**src/rtl/alu_arbiter.sv**
```systemverilog
// Two-requester arbiter sharing one external combinational ALU: IDLE grant, EXEC capture, RESP hold-until-ready.
// Latency: accept cycle + 1 EXEC cycle, result valid 2 cycles after req_ready; requests wait while busy.
module alu_arbiter #(
    parameter int FIRST_GRANT = 0
) (
    input  logic       clk,
    input  logic       rst_n,
    input  logic [1:0] req_valid,
    input  logic [2:0] req_op0,
    input  logic [2:0] req_op1,
    input  logic [7:0] req_a0,
    input  logic [7:0] req_a1,
    input  logic [7:0] req_b0,
    input  logic [7:0] req_b1,
    output logic [1:0] req_ready,
    output logic [1:0] rsp_valid,
    input  logic [1:0] rsp_ready,
    output logic [7:0] rsp_result,
    output logic       rsp_zero,
    output logic [2:0] alu_control,
    output logic [7:0] alu_a,
    output logic [7:0] alu_b,
    input  logic [7:0] alu_result,
    input  logic       alu_zero,
    output logic       busy
);

    typedef enum logic [1:0] {
        IDLE = 2'd0,
        EXEC = 2'd1,
        RESP = 2'd2
    } state_t;

    // Last-grant starts as the opposite of FIRST_GRANT so the first tie goes to FIRST_GRANT.
    localparam logic LAST_INIT = (FIRST_GRANT == 0);

    state_t     state;
    logic [2:0] op_q;
    logic [7:0] a_q;
    logic [7:0] b_q;
    logic       g_q;
    logic       last_q;
    logic [7:0] result_q;
    logic       zero_q;
    logic [1:0] rsp_valid_q;
    logic       pick1;

    always_comb begin
        pick1 = 1'b0;
        case (req_valid)
            2'b10:   pick1 = 1'b1;
            2'b11:   pick1 = ~last_q;
            default: pick1 = 1'b0;
        endcase
    end

    always_comb begin
        req_ready = 2'b00;
        if (state == IDLE && req_valid != 2'b00) begin
            req_ready = pick1 ? 2'b10 : 2'b01;
        end
    end

    always_ff @(posedge clk or negedge rst_n) begin
        if (!rst_n) begin
            state       <= IDLE;
            op_q        <= 3'd0;
            a_q         <= 8'd0;
            b_q         <= 8'd0;
            g_q         <= 1'b0;
            last_q      <= LAST_INIT;
            result_q    <= 8'd0;
            zero_q      <= 1'b0;
            rsp_valid_q <= 2'b00;
        end else begin
            case (state)
                IDLE: begin
                    if (req_valid != 2'b00) begin
                        op_q   <= pick1 ? req_op1 : req_op0;
                        a_q    <= pick1 ? req_a1 : req_a0;
                        b_q    <= pick1 ? req_b1 : req_b0;
                        g_q    <= pick1;
                        last_q <= pick1;
                        state  <= EXEC;
                    end
                end
                EXEC: begin
                    result_q    <= alu_result;
                    zero_q      <= alu_zero;
                    rsp_valid_q <= g_q ? 2'b10 : 2'b01;
                    state       <= RESP;
                end
                RESP: begin
                    // Only the granted requester's ready completes the handshake.
                    if (rsp_ready[g_q]) begin
                        rsp_valid_q <= 2'b00;
                        state       <= IDLE;
                    end
                end
                default: begin
                    rsp_valid_q <= 2'b00;
                    state       <= IDLE;
                end
            endcase
        end
    end

    assign alu_control = op_q;
    assign alu_a       = a_q;
    assign alu_b       = b_q;
    assign rsp_result  = result_q;
    assign rsp_zero    = zero_q;
    assign rsp_valid   = rsp_valid_q;
    assign busy        = (state != IDLE);

endmodule

```
**config.mk**
```make
export PLATFORM = sky130hd
export DESIGN_NAME = alu_arbiter
export DESIGN_NICKNAME = d
export VERILOG_FILES = /design/src/rtl/alu_arbiter.sv
export SDC_FILE = /design/constraint.sdc
export NUM_CORES = 1
export LEC_CHECK = 0
export CAP_MARGIN = 5
export CORE_ASPECT_RATIO = 1.5
export CORE_MARGIN = 1
export CORE_UTILIZATION = 30
export DETAILED_ROUTE_END_ITERATION = 10
export PLACE_DENSITY_LB_ADDON = 0.3
export SYNTH_ARGS = -nofsm -noshare
export SYNTH_HDL_FRONTEND = slang
export SYNTH_SLANG_ARGS = --single-unit
```
**constraint.sdc**
```tcl
create_clock -name clk -period 2.15 [get_ports clk]
set_clock_uncertainty 0.1 [all_clocks]
set_input_delay 0.43 -clock clk [delete_from_list [all_inputs] [get_ports clk]]
set_output_delay 0.43 -clock clk [all_outputs]
set_load 0.03 [all_outputs]
```
# Yosys cells after proc, flatten, opt, wreduce, memory -nomap -nowiden
# Index checks and enable logic that the tools add are counted.
# Widths: inputs -> output; s select.
[word_totals]
ramBits = 0
mem_count = 0
wordCells = 38
latchBits = 0
mem_bits_ro = 0
out_inout_bits = 33
inputBits = 53
register_bits = 34
[classes]
n_eq_ne = 6
magnitude_cmp = 1
bitwise = 2
n_addsub = 0
div_mod_pow = 0
mux = 13
n_mul = 0
shift = 0
reduce_logical = 7
[op_table]
columns = ["op", "count"]
rows = [
  ["$mux 8", 2],
  ["$pmux 2 s3", 2],
  ["$mux 2", 5],
  ["$eq 2x2->1 const B", 3],
  ["$reduce_and 2->1", 3],
  ["$reduce_bool 2->1", 2],
  ["$mux 3", 1],
  ["$eq 2x1->1 const B", 1],
  ["$logic_not 2->1", 1],
  ["$lt 1x2->1 const B", 1],
  ["$mux 1", 2],
  ["$ne 2x1->1 const B", 1],
  ["$ne 2x2->1 const B", 1],
  ["$not 1->1", 2],
  ["$pmux 1 s2", 1],
  ["$logic_and 1x1->1", 1],
]

# Logic depth before layout (Yosys ltp)
# Gate-level depths: netlist of the first run.
[logic_depth]
depth_word = 4
ltp_mapped = 4
depth_no_buf = 3

# Worst setup path before layout of the first run
# No wires, ideal clock.
[synth_timing]
kind = "input-to-output"
startpoint = "input port req_valid[1]"
endpoint = "output port req_ready[1]"
t_required_ns = 1.620
path_slack_ns = 0.468
stages = 3
arrival_time_ns = 1.152
n_path_buf = 1
path_cell_list = "a21boi_1 -> clkbuf_1 -> and2_1"
[synth_between]
elab_chain_len = 4
[synth_lines]
columns = ["element", "line_no", "rtl"]
rows = [
  ["start, declared", "8", "input logic [1:0] req_valid,"],
  ["$eq 2x2->1", "50", "case (req_valid)"],
  ["$pmux 1 s2", "50", ""],
  ["$mux 2", "60", "req_ready = pick1 ? 2'b10 : 2'b01;"],
  ["$mux 2 (*)", "59", "if (state == IDLE && req_valid != 2'b00) begin"],
  ["end, declared", "15", "output logic [1:0] req_ready,"],
]
# Every way passes the cells marked *; elsewhere a longest branch is shown, timed or not.

# Worst setup path after layout of the first run
# Same ends and word-level chain as after synthesis.

==> results of run 1 <==
-- cell usage after synthesis (all sizes together) --
library cell	n
dfrtp	33
and3	20
a221o	19
mux2	9
buf	6
inv	3
a21o	2
dlymetal6s2s	2
mux2i	2
nand2b	2
o2bb2ai	2
a211oi	1
a21bo	1
a21boi	1
and2	1
clkbuf	1
dfstp	1
nor2	1
nor2b	1
o21ai	1
-- power groups by stage --
stage               combinational (mW)  sequential [mW]  clock (mW)
CTS                               2.17             1.19       0.496
global route                      2.30             1.23       0.524
global placement                  2.10             1.17           0
detailed placement                2.16             1.18           0
floorplan                        0.778             1.71           0
finish                            2.16             1.19       0.471
-- layout make-up --
class	instances	area, µm²
clock inverter	1	5.00
tap	66	82.6
fill	440	2300
clock buffer	7	86.3
inverter	3	11.3
multi-input combinational	64	558
sequential	34	852
timing repair buffer	89	873
-- layer usage --
layer  wire [µm]  track usage [%]
met1        1480             15.1
met2        2290             30.8
met3         254             3.99
met4         131             9.74
met5           0                0
-- per-stage QoR --
stage	total power, mW	hold slack [ps]	setup WS, ps	instances	util [%]
2_1_floorplan	2.49	34.4	468	109	-
3_3_place_gp	3.27	386	89.4	255	49.5
3_5_place_dp	3.35	392	38.1	255	49.5
4_1_cts	3.85	133	6.39	263	51.5
5_1_grt	4.05	164	25.2	264	51.7
6_report	3.82	111	85.0	264	51.7
-- kinds of logic after synthesis --
logic type      count (synthesis)  share of synthesized area, %
buf+inv                        12                          5.91
compound gates                 27                          17.0
mux                            11                          8.19
flops                          34                          57.5
simple gates                   25                          11.4
-- critical path, stage by stage --
cell             delay (ps)
clkdlybuf4s50_1         540
a21boi_1                220
and2_4                  190
buf_4                   160
-- worst paths after layout --
check                              from      endpoint  slack (ps)  cells past startpoint
max                        req_valid[1]  req_ready[1]          90                      4
min                               rst_n      alu_b[5]         110                      1
max reg2reg                    state[1]      alu_a[7]         600                      4
min reg2reg                    rsp_zero      rsp_zero         410                      1
max in group asynchronous         rst_n      state[0]        1360                      1
min in group clk               rsp_zero      rsp_zero         410                      1
-- registers in the layout, summed over array words and instances (netlist names) --
register     flops
rsp_zero         1
state            2
g_q              1
alu_b            8
rsp_result       8
alu_a            8
rsp_valid        2
alu_control      3
last_q           1
-- repair_timing --
action                     CTS  global route
setup endpoints to repair    2             3
gates cloned                 0             1
resized for setup            1             2
pin swaps                    0             1
==> metrics.md, run 1 <==
| Metric | Value |
|---|---|
| Int Pwr | `approximately 2.3 mW` |
| 1st-iter DRT viols | `30` |
| Min-Delay Path Class | `primary input to asynchronous set/reset pin` |
| Tcrit/Tclk final | `96.0%` |
| CTS Hold Bufs | `0` |
| Worst-Margin Slew | `between 700 and 800 ps` |
| Worst endpoint data arrival time | `between 1500 and 2000 ps` |
| Chip height | `88.1 µm` |
| Die area | `around 5200 µm²` |
| Residual DRC | `0` |
| Final hold violations | `0` |
| Register bit total from synthesis | `34` |
| Syn avg cell area | `13.6 µm²` |
| Clk buf depth | `2` |
| Pwr per Cell Area | `1550 nW/µm²` |
| Largest net degree at the start of global routing | `35` |
| Top cell type by total area after synthesis | `dfrtp_1` |
| Syn. warnings | `0` |
| Clock transition at the registers of the reported paths | `~60 ps` |
| Area share of the largest cell type after synthesis | `around 56%` |
| Detailed placement HPWL | `3.03 mm` |
| Number of placed I/O pins | `between 80 and 90` |
| Final setup violation count | `0` |
| Die W | `slightly below 60 µm` |
| Core ar. | `between 4000 and 5000 µm²` |
| Synthesis-to-layout area growth | `66.5%` |
| NumNets Final | `250` |
| Setup TNS | `0 ps` |
| Cell Area, Placed | `around 2400 µm²` |
| Post-DR wirelength/cell | `15.7 µm` |
| Antenna-violating nets left | `0` |
| Sequential cell area fraction in the yosys report | `between 50% and 60%` |
| CTS Sinks | `34` |
| Rows | `31` |
| Clk_lat worst skew | `around 280 ps` |
| Routed wire length | `4.15 mm` |
| Sw frac | `41.0%` |
| Normalized max-slew margin | `roughly 50%` |
| Total CTS buffers | `5` |
| Final worst path period need | `roughly 2100 ps` |
| Clock Power Share | `about an eighth` |
| Ant diodes | `0` |
| Initial antenna violation count | `0` |
| Max Cap Viol | `0` |
| CP Max Fanout | `3` |
| Vias per cell | `4.92` |
| Largest cells by area after synthesis | `dfrtp_1, a221o_1, and3_1` |
| Post-Syn Nets | `between 150 and 200` |
| Count of cell types in the netlist | `24` |
| Leakage Power | `1.11 nW` |
| Wire length of the first global-routing pass | `6.29 mm` |
| Most frequent cells in the layout | `clkdlybuf4s50_1, dfrtp_1, and3_1, a221o_1, mux2_2` |
| Sequential share of power | `between 30% and 40%` |
| Final Wtd Congestion | `approximately 0.72` |
| Commonest non-fill, non-tap cell in the layout | `clkdlybuf4s50_1` |
| Final instance area | `~2500 µm²` |
| H-tree lvl count | `2` |
| Syn Std Cell Area | `~1500 µm²` |
| Net switching power | `around 1.6 mW` |
| GRT Residual Overflow | `0` |
| Share of layout cells above drive strength 1 | `between 10% and 20%` |
| Critical Path RT | `1620 ps` |
| Unrepaired setup endpoints after global routing | `false` |
| Max Slew Vio Count | `0` |
| CP Class | `primary input to output port` |
| Logic pwr share | `a little under three fifths` |
| CTS root buffer | `clkbuf_8` |
| TritonRoute pass-1 iters | `4` |
| Number of port buffers | `85` |
| CTS tree | `yes` |
| Worst vdd ir | `around 840 µV` |
| Setup crit start kind | `primary input` |
| Post-CTS Setup Bufs | `0` |
| Vias in the first global route | `1433` |
| Max Fclk | `between 0.4 and 0.5 GHz` |
| Crit. End Element | `output port` |
| Status | `complete, no violations` |
| Initial Util | `a little under a third` |
| Vias | `between 1k and 1.5k` |
| Gr usage total | `16.3%` |
| Cell count after synthesis | `109` |
Note: power is estimated with default switching activity, not from simulation.
==> run 2: changes to the inputs <==
--- a/config.mk
+++ b/config.mk
@@ -5,8 +5,9 @@
 export SDC_FILE = /design/constraint.sdc
 export NUM_CORES = 1
 export LEC_CHECK = 0
+export ABC_CLOCK_PERIOD_IN_PS = 2150
 export CAP_MARGIN = 5
-export CORE_ASPECT_RATIO = 1.5
+export CORE_ASPECT_RATIO = 0.8
 export CORE_MARGIN = 1
 export CORE_UTILIZATION = 30
 export DETAILED_ROUTE_END_ITERATION = 10
==> metrics.md, run 2 (same netlist as run 1, synthesis figures left out) <==
| Metric | Value |
|---|---|
| TritonRoute pass-1 iters | `4 (unchanged)` |
| Initial antenna violation count | `0 (unchanged)` |
| Min-Delay Path Class | `primary input to asynchronous set/reset pin` |
| Crit Reg-Reg Startpoint | `state[0]` |
| Setup crit start kind | `primary input` |
| Fillers | `416 (-5.5%)` |
| Max Slew Vio Count | `0 (unchanged)` |
| Chip height | `64.9 µm (-26%)` |
| CP Max Fanout | `20 (+17)` |
| Detailed placement HPWL | `2.95 mm (-2.7%)` |
| Most frequent cells in the layout | `clkdlybuf4s50_1, dfrtp_1, and3_1, a221o_1, mux2_2` |
| Number of placed I/O pins | `86 (unchanged)` |
| Tcrit/Tclk final | `95.4% (-0.62 points)` |
| Vias in the first global route | `1293 (-9.8%)` |
| Final hold violations | `0 (unchanged)` |
| Reg2Reg Setup Slack | `510 ps (-90 ps)` |
| R2r endpoint | `alu_b[6]` |
| Vias | `1260 (-3.1%)` |
| Met1 usage | `20.6% (+5.5 points)` |
| Core ar. | `4680 µm² (-1.9%)` |
| CTS tree | `yes` |
| Worst endpoint data arrival time | `1520 ps (about the same)` |
| Gr busiest metal | `met2` |
| Clk_lat worst skew | `280 ps (about the same)` |
| Final setup violation count | `0 (unchanged)` |
| Post-Place Setup Slack | `24.6 ps (-13.5 ps)` |
| PnR Total Power | `3.79 mW (-0.73%)` |
| Wire length of the first global-routing pass | `6.30 mm (+0.11%)` |
| H-tree lvl count | `2 (unchanged)` |
| Global routing usage on met2 | `26.4% (-4.5 points)` |
| Worst vdd ir | `663 µV (-21%)` |
| Worst Setup SP | `req_valid[0]` |
| Gr usage total | `16.3% (+0.043 points)` |
| Final worst path period need | `2050 ps (-13.4 ps)` |
| Share of layout cells above drive strength 1 | `14.8% (-0.36 points)` |
| Max Cap Viol | `0 (unchanged)` |
| Inst Count DP | `249 (-2.4%)` |
| Final Util | `52.4% (+0.66 points)` |
| FF+latch area | `852 µm² (unchanged)` |
| Largest net degree at the start of global routing | `35 (unchanged)` |
| Hold Worst Slack | `112 ps (+1.93 ps)` |
| CP Class | `primary input to output port` |
| Max Fclk | `0.487 GHz (+0.65%)` |
| Die area | `5230 µm² (about the same)` |
| NumNets Final | `249 (-0.40%)` |
| Unrepaired setup endpoints after global routing | `true` |
| Final worst slack | `98.4 ps (+13.4 ps)` |
| Leakage Power | `1.12 nW (+0.28%)` |
| Crit. End Element | `output port` |
| 1st-iter DRT viols | `35 (+17%)` |
| Crit path to | `req_ready[0]` |
| Final Non-Filler Cells | `256 (-3.0%)` |
| Number of port buffers | `85 (unchanged)` |
| Worst-Margin Slew | `751 ps (+3.02 ps)` |
| Post-CTS Setup Bufs | `0 (unchanged)` |
| Clk buf depth | `2 (unchanged)` |
| Area of the multi-input gates | `547 µm² (-2.0%)` |
| Final Wtd Congestion | `0.829 (+15%)` |
| Synthesis-to-layout area growth | `65.4%` |
| Routed wire length | `4.02 mm (-3.2%)` |
| Residual DRC | `0 (unchanged)` |
| Pwr per Cell Area | `1550 nW/µm² (about the same)` |
| Critical Path RT | `1620 ps (about the same)` |
| Ant diodes | `0 (unchanged)` |
| Register-to-Register Path Depth | `5 (+1)` |
| Status | `complete, no violations` |
| CTS root buffer | `clkbuf_8` |
| Normalized max-slew margin | `49.9% (-0.20 points)` |
| Post-DR wirelength/cell | `15.7 µm (-0.13%)` |
| Antenna-violating nets left | `0 (unchanged)` |
| Rows | `22 (-29%)` |
| Clock transition at the registers of the reported paths | `70 ps (about the same)` |
| GRT Residual Overflow | `0 (unchanged)` |
| Vias per cell | `4.92 (about the same)` |
| Die W | `80.6 µm (+36%)` |
| CTS Sinks | `34 (unchanged)` |
| Initial Util | `31.7% (+0.61 points)` |
| Commonest non-fill, non-tap cell in the layout | `clkdlybuf4s50_1` |
| Total CTS buffers | `5 (unchanged)` |
| GR Layer Usage met3 | `3.24% (-0.75 points)` |
run 2: cell types whose count changed in the layout (fill, tap and decap cells not counted), sizes merged:
cell	before	now
and3	21	20
clkdlybuf4s50	81	80
clkinv	1	2
clkbuf	7	5
dlymetal6s2s	1	2
run 2: worst min-delay path by stage:
stage	slack (ps)	depth (start not counted)	startpoint	to
after floorplan	30	0	rst_n	alu_a[0]
after global placement	390	1	rsp_zero	rsp_zero
after detailed placement	390	1	alu_a[2]	alu_a[2]
after CTS	130	1	rst_n	alu_b[1]
after global routing	190	1	rst_n	alu_b[1]
final	110	1	rst_n	alu_b[6]
run 2: power by group:
part           internal (mW)  switching, mW
clock network          0.217          0.221
logic                   1.04           1.13
registers              0.969          0.212
run 2: layout make-up:
class / instances / area share, %
Timing Repair Buffer: 89 / 36.2
Sequential cell: 34 / 34.7
Multi-Input combinational cell: 63 / 22.3
Tap cell: 60 / 3.06
Clock buffer: 5 / 2.81
Inverter: 3 / 0.459
Clock inverter: 2 / 0.408
run 2: repair_timing:
item,in CTS,in global routing
endpoints found under the setup margin,0,3
hold buffers,0,0
gates resized for setup,0,2
run 2: critical path, cell delays in order:
cell and delay, ps:
clkdlybuf4s50_1 520, and3_4 360, buf_4 210
run 2: per-stage QoR:
| stage | TNS, ps | area (µm²) |
|---|---|---|
| after floorplan | 0 | 1480 |
| after global placement | 0 | 2370 |
| after detailed placement | 0 | 2370 |
| after CTS | 0 | 2450 |
| after global routing | -0.626 | 2450 |
| final | 0 | 2450 |
run 2: per-layer routing:
metal / up-vias / share of wire (%)
met2: 46 / 48
met1: 616 / 44
met5: - / 0
met4: 0 / 2.5
li1: 588 / -
met3: 10 / 5.8
==> run 3: changes to the inputs <==
--- a/config.mk
+++ b/config.mk
@@ -12,6 +12,7 @@
 export CORE_UTILIZATION = 30
 export DETAILED_ROUTE_END_ITERATION = 10
 export PLACE_DENSITY_LB_ADDON = 0.3
+export SKIP_LAST_GASP = 1
 export SYNTH_ARGS = -nofsm -noshare
 export SYNTH_HDL_FRONTEND = slang
 export SYNTH_SLANG_ARGS = --single-unit
==> metrics.md, run 3 (same netlist as run 1, synthesis figures left out) <==
| Metric | Value |
|---|---|
| Vias | `1259 (-0.079%)` |
| Ant diodes | `0 (unchanged)` |
| Slowest Stage Delay on Critical Path | `450 ps (-70 ps)` |
| Normalized max-slew margin | `49.9% (about the same)` |
| Post-CTS Setup Bufs | `0 (unchanged)` |
| Critical Path RT | `1620 ps (about the same)` |
| Post-DR wirelength/cell | `15.7 µm (about the same)` |
| Max Cap Viol | `0 (unchanged)` |
| Setup crit start kind | `flop` |
| Gr usage total | `16.3% (unchanged)` |
| Total CTS buffers | `5 (unchanged)` |
| Die W | `80.6 µm (unchanged)` |
| Final worst slack | `96.8 ps (-1.60 ps)` |
| H-tree lvl count | `2 (unchanged)` |
| CTS tree | `yes` |
| Crit. End Element | `output port` |
| Rows | `22 (unchanged)` |
| GRT Residual Overflow | `0 (unchanged)` |
| Reg2Reg Setup Slack | `510 ps (about the same)` |
| Vias in the first global route | `1293 (unchanged)` |
| Post-cts gate resize count | `0 (unchanged)` |
| Antenna-violating nets left | `0 (unchanged)` |
| Max Slew Vio Count | `0 (unchanged)` |
| Leakage Power | `1.12 nW (about the same)` |
| PnR Total Power | `3.79 mW (about the same)` |
| Max Fclk | `0.487 GHz (about the same)` |
| Chip height | `64.9 µm (unchanged)` |
| Clk buf depth | `2 (unchanged)` |
| CP Class | `flop to output port` |
| Slowest-stage cell, CP | `dfrtp_1` |
| Post-Place Setup Slack | `24.6 ps (unchanged)` |
| Die area | `5230 µm² (unchanged)` |
| Inst Count DP | `249 (unchanged)` |
| Register-to-Register Path Depth | `5 (unchanged)` |
| Residual DRC | `0 (unchanged)` |
| CP Max Fanout | `20 (unchanged)` |
| Crit Reg-Reg Startpoint | `state[0]` |
| CTS Hold Bufs | `0 (unchanged)` |
| Wire length of the first global-routing pass | `6.30 mm (unchanged)` |
| CTS Sinks | `34 (unchanged)` |
| Initial antenna violation count | `0 (unchanged)` |
| Final worst path period need | `2050 ps (+1.60 ps)` |
| Final Non-Filler Cells | `256 (unchanged)` |
| Vias per cell | `4.92 (about the same)` |
| Clk_lat worst skew | `280 ps (about the same)` |
| Detailed placement HPWL | `2.95 mm (unchanged)` |
| Worst vdd ir | `663 µV (about the same)` |
| CTS root buffer | `clkbuf_8` |
| Status | `complete, no violations` |
| Worst path bufs/invs | `1 (-1)` |
| Core ar. | `4680 µm² (unchanged)` |
| Final setup violation count | `0 (unchanged)` |
| Worst endpoint data arrival time | `1520 ps (about the same)` |
| Routed wire length | `4.02 mm (about the same)` |
| Largest net degree at the start of global routing | `35 (unchanged)` |
| Pwr per Cell Area | `1550 nW/µm² (about the same)` |
| Synthesis-to-layout area growth | `65.4% (unchanged)` |
| R2r endpoint | `alu_b[6]` |
| Commonest non-fill, non-tap cell in the layout | `clkdlybuf4s50_1` |
| Share of layout cells above drive strength 1 | `14.8% (unchanged)` |
| Final Wtd Congestion | `0.829 (unchanged)` |
| Tcrit/Tclk final | `95.5% (about the same)` |
| Min-Delay Path Class | `primary input to asynchronous set/reset pin` |
| TritonRoute pass-1 iters | `4 (unchanged)` |
| Cell Area, Placed | `2370 µm² (unchanged)` |
| NumNets Final | `249 (unchanged)` |
| Cells along the critical path | `nor2_2 -> and3_4 -> buf_4` |
| 1st-iter DRT viols | `35 (unchanged)` |
| Worst-Margin Slew | `751 ps (+0.0499 ps)` |
| Setup TNS | `0 ps (unchanged)` |
| Final Util | `52.4% (unchanged)` |
| Most frequent cells in the layout | `clkdlybuf4s50_1, dfrtp_1, and3_1, a221o_1, mux2_2` |
| Clock transition at the registers of the reported paths | `70 ps (about the same)` |
| Number of port buffers | `85 (unchanged)` |
| Final instance area | `2450 µm² (unchanged)` |
| Hold Worst Slack | `112 ps (-0.0670 ps)` |
| Number of placed I/O pins | `86 (unchanged)` |
| Initial Util | `31.7% (unchanged)` |
| Final hold violations | `0 (unchanged)` |
| Fillers | `416 (unchanged)` |
| Unrepaired setup endpoints after global routing | `true` |
| Family with the most delay on the worst path | `simple AND/OR/NAND/NOR gates` |
## run 3: worst max path at each step
stage                       from           end  cells after the start
global placement    req_valid[1]  req_ready[0]                      4
global route            state[0]  req_ready[0]                      3
floorplan           req_valid[1]  req_ready[1]                      3
detailed placement  req_valid[1]  req_ready[0]                      4
CTS                     state[0]          busy                      3
finish                  state[0]  req_ready[0]                      3
## run 3: power by group
| group | internal (mW) | switching, mW |
|---|---|---|
| logic | 1.04 | 1.13 |
| clock network | 0.217 | 0.222 |
| registers | 0.969 | 0.212 |
## run 3: cell type report
cell class,count,area [µm²],share of cell area (%)
timing repair buffer,89,888,36.2
sequential,34,852,34.7
multi-input combinational,63,547,22.3
tap,60,75.1,3.06
clock buffer,5,68.8,2.81
inverter,3,11.3,0.459
clock inverter,2,10.0,0.408
## run 3: metal layers
| layer | vias up | global-route usage [%] | wire, µm |
|---|---|---|---|
| li1 | 588 | - | - |
| met3 | 10 | 3.24 | 233 |
| met4 | 0 | 8.48 | 102 |
| met5 | - | 0 | 0 |
| met1 | 615 | 20.6 | 1760 |
| met2 | 46 | 26.4 | 1920 |
